File: config.mk
export PLATFORM = sky130hd
export DESIGN_NAME = spi_sram_target
export DESIGN_NICKNAME = d
export VERILOG_FILES = /design/src/rtl/spi_sram_target.sv
export SDC_FILE = /design/constraint.sdc
export NUM_CORES = 1
export LEC_CHECK = 0
export BUFFER_PORTS_ARGS = -buffer_cell sky130_fd_sc_hd__buf_4
export CAP_MARGIN = 15
export CORE_MARGIN = 4
export CORE_UTILIZATION = 55
export DETAILED_ROUTE_END_ITERATION = 6
export PLACE_DENSITY = 0.84
export SYNTH_ARGS = -nofsm -noshare
export SYNTH_HDL_FRONTEND = slang
export SYNTH_SLANG_ARGS = --single-unit
File: constraint.sdc
create_clock -name clk -period 4.6 [get_ports clk]
set_input_delay 0.23 -clock clk [delete_from_list [all_inputs] [get_ports clk]]
set_output_delay 0.23 -clock clk [all_outputs]
set_load 0.005 [all_outputs]
File: src/rtl/spi_sram_target.sv
// SPI mode-0 target bridging SRAM-style READ (0x03) / WRITE (0x02) commands onto a byte-wide memory port.
// Optional mode register (0x05 read, 0x01 write) enabled by defining SPI_SRAM_TARGET_MODE_REG_EN.
module spi_sram_target #(
    parameter int unsigned CLK_RATIO_MIN = 8
) (
    input  logic        clk,
    input  logic        rst_n,
    input  logic        spi_clk,
    input  logic        spi_cs_n,
    input  logic        spi_mosi,
    output logic        spi_miso,
    output logic        spi_miso_oe,
    output logic [15:0] mem_addr,
    output logic [7:0]  mem_wdata,
    output logic        mem_we,
    output logic        mem_re,
    input  logic [7:0]  mem_rdata
);

    typedef enum logic [2:0] {
        IDLE, CMD, ADDR, READ, WRITE, MODE_RD, MODE_WR, IGNORE
    } state_t;

    if (CLK_RATIO_MIN == 0) begin : g_ratio_doc
    end

    state_t      state_q, state_d;
    logic [1:0]  sck_sync, cs_sync, mosi_sync;
    logic        sck_d, cs_d;
    logic [1:0]  settle_q;
    logic        armed_q;
    logic [3:0]  cnt_q;
    logic [7:0]  shift_q;
    logic [7:0]  tx_q;
    logic [15:0] addr_q;
    logic [15:0] addr_inc;
    logic        is_read_q;
    logic        rd_pend_q;
    logic        miso_q;
`ifdef SPI_SRAM_TARGET_MODE_REG_EN
    logic [7:0]  mode_q;
`endif

    logic       mosi_s, sck_rise, sck_fall, cs_fall, cs_rise, byte_done;
    logic [7:0] rx_byte;

    assign mosi_s    = mosi_sync[1];
    assign sck_rise  = sck_sync[1] & ~sck_d;
    assign sck_fall  = ~sck_sync[1] & sck_d;
    assign cs_rise   = cs_sync[1] & ~cs_d;
    // A fall only counts once cs_n has been seen high after reset, so a
    // transaction already in flight at reset release is ignored.
    assign cs_fall   = ~cs_sync[1] & cs_d & armed_q;
    assign byte_done = sck_rise && (cnt_q[2:0] == 3'd7);
    assign rx_byte   = {shift_q[6:0], mosi_s};

    assign spi_miso_oe = (state_q == READ) || (state_q == MODE_RD);
    assign spi_miso    = miso_q & spi_miso_oe;

    always_comb begin
        addr_inc = addr_q + 16'd1;
`ifdef SPI_SRAM_TARGET_MODE_REG_EN
        case (mode_q[7:6])
            2'b00:   addr_inc = addr_q;
            2'b10:   addr_inc = {addr_q[15:5], addr_q[4:0] + 5'd1};
            default: ;
        endcase
`endif
    end

    always_ff @(posedge clk or negedge rst_n) begin
        if (!rst_n) begin
            sck_sync  <= '0;
            cs_sync   <= '1;
            mosi_sync <= '0;
            sck_d     <= 1'b0;
            cs_d      <= 1'b1;
            settle_q  <= '0;
            armed_q   <= 1'b0;
        end else begin
            sck_sync  <= {sck_sync[0], spi_clk};
            cs_sync   <= {cs_sync[0], spi_cs_n};
            mosi_sync <= {mosi_sync[0], spi_mosi};
            sck_d     <= sck_sync[1];
            cs_d      <= cs_sync[1];
            if (settle_q != 2'd3) settle_q <= settle_q + 2'd1;
            if (settle_q == 2'd3 && cs_sync[1]) armed_q <= 1'b1;
        end
    end

    always_ff @(posedge clk or negedge rst_n) begin
        if (!rst_n) state_q <= IDLE;
        else        state_q <= state_d;
    end

    always_comb begin
        state_d = state_q;
        if (cs_rise) begin
            state_d = IDLE;
        end else begin
            case (state_q)
                IDLE: if (cs_fall) state_d = CMD;
                CMD: if (byte_done) begin
                    case (rx_byte)
                        8'h02, 8'h03: state_d = ADDR;
`ifdef SPI_SRAM_TARGET_MODE_REG_EN
                        8'h05:        state_d = MODE_RD;
                        8'h01:        state_d = MODE_WR;
`endif
                        default:      state_d = IGNORE;
                    endcase
                end
                ADDR: if (sck_rise && cnt_q == 4'd15) state_d = is_read_q ? READ : WRITE;
                MODE_WR: if (byte_done) state_d = IGNORE;
                default: ;
            endcase
        end
    end

    always_ff @(posedge clk or negedge rst_n) begin
        if (!rst_n) begin
            cnt_q     <= '0;
            shift_q   <= '0;
            tx_q      <= '0;
            addr_q    <= '0;
            is_read_q <= 1'b0;
            rd_pend_q <= 1'b0;
            miso_q    <= 1'b0;
            mem_addr  <= '0;
            mem_wdata <= '0;
            mem_we    <= 1'b0;
            mem_re    <= 1'b0;
`ifdef SPI_SRAM_TARGET_MODE_REG_EN
            mode_q    <= 8'h40;
`endif
        end else begin
            mem_we    <= 1'b0;
            mem_re    <= 1'b0;
            rd_pend_q <= mem_re;

            if (sck_fall) begin
                if (spi_miso_oe) begin
                    miso_q <= tx_q[7];
                    tx_q   <= {tx_q[6:0], 1'b0};
                end else begin
                    miso_q <= 1'b0;
                end
            end

            // Read data lands in the tx register ahead of the byte's first fall.
            if (rd_pend_q) tx_q <= mem_rdata;

            if (sck_rise && !cs_rise) begin
                shift_q <= rx_byte;
                if (state_q != ADDR && cnt_q[2:0] == 3'd7) cnt_q <= '0;
                else                                       cnt_q <= cnt_q + 4'd1;
                case (state_q)
                    CMD: if (byte_done) begin
                        is_read_q <= (rx_byte == 8'h03);
`ifdef SPI_SRAM_TARGET_MODE_REG_EN
                        tx_q      <= mode_q;
`endif
                    end
                    ADDR: begin
                        addr_q <= {addr_q[14:0], mosi_s};
                        if (cnt_q == 4'd15 && is_read_q) begin
                            mem_re   <= 1'b1;
                            mem_addr <= {addr_q[14:0], mosi_s};
                        end
                    end
                    READ: if (byte_done) begin
                        addr_q   <= addr_inc;
                        mem_re   <= 1'b1;
                        mem_addr <= addr_inc;
                    end
                    WRITE: if (byte_done) begin
                        mem_we    <= 1'b1;
                        mem_addr  <= addr_q;
                        mem_wdata <= rx_byte;
                        addr_q    <= addr_inc;
                    end
`ifdef SPI_SRAM_TARGET_MODE_REG_EN
                    MODE_RD: if (byte_done) tx_q <= mode_q;
                    MODE_WR: if (byte_done) mode_q <= rx_byte;
`endif
                    default: ;
                endcase
            end

            if (cs_rise || state_q == IDLE) begin
                cnt_q  <= '0;
                miso_q <= 1'b0;
            end
        end
    end

endmodule

Word level (Yosys, flattened, before mapping)

Cells that the tools add are included.

Add/sub/neg operators: 3
Equality and inequality tests: 21
Bitwise gates (word level): 10
Reductions and logical operators: 25
Mux-type cells: 28

Operator list:

| cell                    | number |
|---|---|
| $mux W16                | 3 |
| $pmux W16 S3            | 1 |
| $pmux W16 S2            | 1 |
| $mux W8                 | 3 |
| $mux W3                 | 7 |
| $add A16 B1 Y16 const B | 1 |
| $eq A8 B2 Y1 const B    | 2 |
| $eq A3 B3 Y1 const B    | 4 |
| $mux W4                 | 3 |
| $ne A3 B3 Y1 const B    | 4 |
| $pmux W3 S4             | 1 |
| $reduce_and A5 Y1       | 2 |
| $reduce_bool A2 Y1      | 5 |
| $reduce_and A3 Y1       | 3 |
| $mux W1                 | 8 |
| $ne A2 B2 Y1 const B    | 4 |
| $and A1 B1 Y1           | 6 |
| $eq A3 B2 Y1 const B    | 2 |
| $logic_and A1 B1 Y1     | 6 |
| $reduce_bool A5 Y1      | 1 |
| $add A4 B1 Y4 const B   | 1 |
| $eq A4 B4 Y1 const B    | 1 |
| $not A1 Y1              | 4 |
| $reduce_or A2 Y1        | 2 |
| 11 further kinds        | 12 |

Output and inout port bits: 28
Bits in registers: 78
Word-level logic and storage cells: 106
Bits of input ports: 13

Longest topological paths before layout

Depth in word-level cells: 6
Gate-level depth with buffers: 9
Mapped depth without buffers: 7

Least setup slack after synthesis

OpenSTA, ideal clock, no wires.

Kind: register -> register
Start point: register cnt_q[0]
End point: register addr_q[2]
Arrival: 1765 ps
Path slack: 2712 ps
Period minus slack after synthesis: 1888 ps
Data required time: 4476 ps
Stages on the path, launching flop included: 10
Cell sequence: dfrtp_1 > ha_1 > ha_1 > nand3b_1 > nand2_1 > a31o_2 > buf_4 > buf_6 > a21oi_1 > a21oi_1

Word-level cells in the longest chain between the ends: 4

Ends and longest elaborated chain:

| item                        | line | text |
|---|---|---|
| from (decl)                 | 32   | `logic [3:0] cnt_q;` |
| from (signal assigned)      | 156  | `else cnt_q <= cnt_q + 4'd1;` |
| $eq A3 B3 Y1                | 54   | `assign byte_done = sck_rise && (cnt_q[2:0] == 3'd7);` |
| $logic_and A1 B1 Y1         | 54   |  |
| $ne A2 B1 Y1 (no line)      | -    |  |
| $reduce_and A3 Y1 (no line) | -    |  |
| to (signal assigned)        | 165  | `addr_q <= {addr_q[14:0], mosi_s};` |
| to (signal assigned)        | 172  | `addr_q <= addr_inc;` |
| to (signal assigned)        | 180  | `addr_q <= addr_inc;` |
| to (decl)                   | 35   | `logic [15:0] addr_q;` |

No other way between the ends.
A chain may end at the register's enable or synchronous reset.

Final worst setup path

Start point: register state_q[1]
End point: register addr_q[3]

Word-level cells in the longest chain between the ends: 4
Elaborated cells between the ends (all ways): 8
Classes of those cells: eq/ne: 4; mux: 1; reduce/logical: 3

Ends and longest elaborated chain:

| item                                                                | line | text |
|---|---|---|
| from (decl)                                                         | 27   | `state_t state_q, state_d;` |
| from (signal assigned)                                              | 93   | `else state_q <= state_d;` |
| $eq A3 B2 Y1 / $eq A3 B3 Y1 (equally long branches)                 | 157  | `case (state_q)` |
| $reduce_or A2 Y1 (no line)                                          | -    |  |
| $ne A2 B1 Y1 (no line) / $reduce_bool A2 Y1 (equally long branches) | -    |  |
| $reduce_and A3 Y1 (no line)                                         | -    |  |

Several ways; a longest one is shown, not always the timed one.

==> results.yml <==
logic_synthesis:
  synthesis.nets: 460
  syn-mean-instance-area_um2: 9.433
  postSynthCellCount: 443
  ys.flop_type: "dfrtp_1"
  async_reset_ff_share_pct: 100.0
  yosys_warnings: 0
  synth_cell_types: 62
  netlist_area_um2: 4179
  synth_seq_cells: 78
  ys_seq_area_share_pct: 46.80
  synth-edff-count: 0
global_route:
  grt.overflow.total: 0
  grt_start_max_net_pins: 79
  grt_pass1_vias: 3114
  grtUsageTotal_pct: 21.72
  antenna_found_initial: 0
  grt_pass1_wl_um: 15370
finish:
  layout-drive-gt1-share_pct: 19.27
  area_growth_pct: 11.56
  num-nets-final: 479
  finish.utilization_pct: 63.59
  fillers: 620
  antenna_cells: 0
die:
  die_height_um: 95.17
  die_x_um: 95.17
  core_area_um2: 7331
  num_rows: 31
  die_area_um2: 9056
  ioPinCount: 41
  initial_core_util_pct: 57.01
sta:
  drv_slew: 0
  period_share_pct: 60.24
  hold_viol: 0
  rsz0062_at_grt: "false"
  setup_tns_ps: 0
  setup_viol: 0
  finalClockSkew_ps: 14.88
  whs_ps: 4.185
  tightest_slew_ps: 977.0
  setup_slack_ps: 1829
  slew_headroom_pct: 34.87
  finalCriticalPeriod_ps: 2771
  max_freq_mhz: 360.9
routing:
  drt-initial-drc-count: 248
  dr.pass1.iters: 5
  wl_per_cell_um: 16.58
  drt-total-wl_um: 9383
  vias: 3422
  drc: 0
  ant_nets: 0
  routed_via_density: 6.046
place:
  hpwl_um: 6311
  io_buffers: 40
  routabilityCongestion: 0.9068
  place_ws_ps: 1824
clock_network:
  clkTransAtPathRegs_ps: 90
  clockRootBuffer: "clkbuf_8"
  clock-sinks: 78
  clockBufferDepth: 2
  tritoncts: "yes"
  cts_buffers: 9
  clock_latency_ps: 360
  ctsHtreeMaxLevel: 3
power_and_ir_drop:
  peakVddDrop_mv: 0.2026
  power.total_w: 0.001493
  p_leak_nw: 1.950
  powerDensity_nw_per_um2: 320.2
worst_setup_path:
  cp-startpoint: "state_q[1]$_DFFE_PN0P_"
  start_kind: "flip-flop"
  r2r-start: "state_q[1]$_DFFE_PN0P_"
  critPathKind: "flip-flop to flip-flop"
  r2r_slack_ps: 1830
  r2r_end: "addr_q[3]$_DFFE_PN0P_"
  endpoint: "addr_q[3]$_DFFE_PN0P_"
  cp.required_ps: 4860
  reg2reg_depth: 5
  cp_max_fo: 23
  cp-end-kind: "flip-flop"
  arrival_ps: 3030
run_status:
  outcome: "complete, no violations"
job:
  drv_cap: 0
min_path:
  worstHoldPathType: "primary input to async pin"
==> cells in the final DEF, fill, tap and decap left out, drive strengths merged, types with 5 or more instances in the layout <==
cell type / Yosys / routed
a31oi: 6 / 6
nand2: 50 / 50
and3: 5 / 5
mux2: 18 / 18
dfrtp: 75 / 75
nand3: 13 / 13
nor4: 5 / 5
nor2b: 7 / 7
buf: 24 / 40
inv: 3 / 6
xnor2: 5 / 5
o21ai: 33 / 33
clkbuf: 11 / 9
a22oi: 6 / 6
nor3: 7 / 7
nor2: 32 / 32
nand4: 6 / 6
mux2i: 13 / 13
a21oi: 53 / 53
nand2b: 10 / 10
o22ai: 12 / 12
==> per-stage QoR <==
stage,cell area [um^2],cells
after floorplan,4179,443
after global placement,4428,547
after detailed placement,4428,547
after CTS,4662,566
after global routing,4662,566
final,4662,566
==> report_power, final <==
group	total [W]	internal, W	switching (W)
combinational	0.000183	0.0000752	0.000108
clock	0.000537	0.000257	0.000280
sequential	0.000773	0.000726	0.0000464
total	0.00149	0.00106	0.000434
==> how the worst min path moves through the flow <==
stage,startpoint,endpoint,slack [ps]
detailed placement,sck_sync[0]$_DFF_PN0_,sck_sync[1]$_DFF_PN0_,340
global route,mem_rdata[4],tx_q[4]$_DFFE_PN0P_,90
global placement,mosi_sync[0]$_DFF_PN0_,mosi_sync[1]$_DFF_PN0_,330
floorplan,rst_n,addr_q[0]$_DFFE_PN0P_,-70
CTS,rst_n,addr_q[10]$_DFFE_PN0P_,60
finish,rst_n,tx_q[2]$_DFFE_PN0P_,4
==> flip-flops by register name (all words and copies together) (netlist names) <==
signal     count
rd_pend_q      1
is_read_q      1
addr_q        16
sck_sync       2
state_q        3
mem_wdata      8
shift_q        7
armed_q        1
mosi_sync      2
cs_sync        2
sck_d          1
mem_addr      16
tx_q           8
cnt_q          4
mem_re         1
settle_q       2
mem_we         1
miso_q         1
cs_d           1
==> logic make-up (layout without fill, tap and decap cells) <==
group	after synthesis	in the layout	synth area share, %
AOI/OAI and AO/OA	130	130	18.59
buffers and inverters	38	62	4.461
adders and majority gates	4	4	1.198
xor gates and xnor gates	9	9	1.886
DFF	78	78	46.80
muxes	31	31	7.964
and+or+nand+nor	153	153	19.10
==> metal layers <==
metal	part of all wire (%)	vias to the layer above	GRT usage (%)
li1	-	1629	-
met1	46	1642	31.40
met2	46	119	32.07
met3	5.8	32	3.552
met4	2.5	0	9.736
met5	0	-	0
==> critical path: stages, from the launching register on <==
cell,delay (ps)
dfrtp_1,630
or3b_1,720
nor3_4,540
a31o_2,440
a21oi_1,110
a311oi_1,230
==> cell type report <==
| class | count | area (um^2) | share of cell area (%) |
|---|---|---|---|
| multi-input cells | 327 | 2037 | 43.69 |
| flip-flops and latches | 78 | 1956 | 41.95 |
| repair buffers | 43 | 330.3 | 7.085 |
| clock buffers | 9 | 123.9 | 2.657 |
| well taps | 99 | 123.9 | 2.657 |
| clock inverters | 7 | 80.08 | 1.718 |
| inverters | 3 | 11.26 | 0.2415 |
==> cells in the mapped netlist (all sizes together), types with 5 or more instances <==
master / number / area share, %
and3: 5 / 0.75
xnor2: 5 / 1.0
nor4: 5 / 0.90
a21oi: 53 / 6.3
nand4: 6 / 0.90
o22ai: 12 / 2.1
nor2: 32 / 3.0
a31oi: 6 / 1.0
clkbuf: 11 / 0.99
nor2b: 7 / 1.0
nand2: 50 / 4.6
nand2b: 10 / 1.5
mux2i: 13 / 3.1
nand3: 13 / 1.8
nor3: 7 / 1.1
a22oi: 6 / 1.1
mux2: 18 / 4.9
dfrtp: 75 / 45
buf: 24 / 3.2
o21ai: 33 / 4.0
==> repair_timing <==
item / CTS / global route
hold endpoints to repair: 3 / 0
resized for setup: 0 / 0
hold buffers: 3 / 0
setup buffers: 0 / 0
No activity file was read; power rests on OpenSTA's default activity.
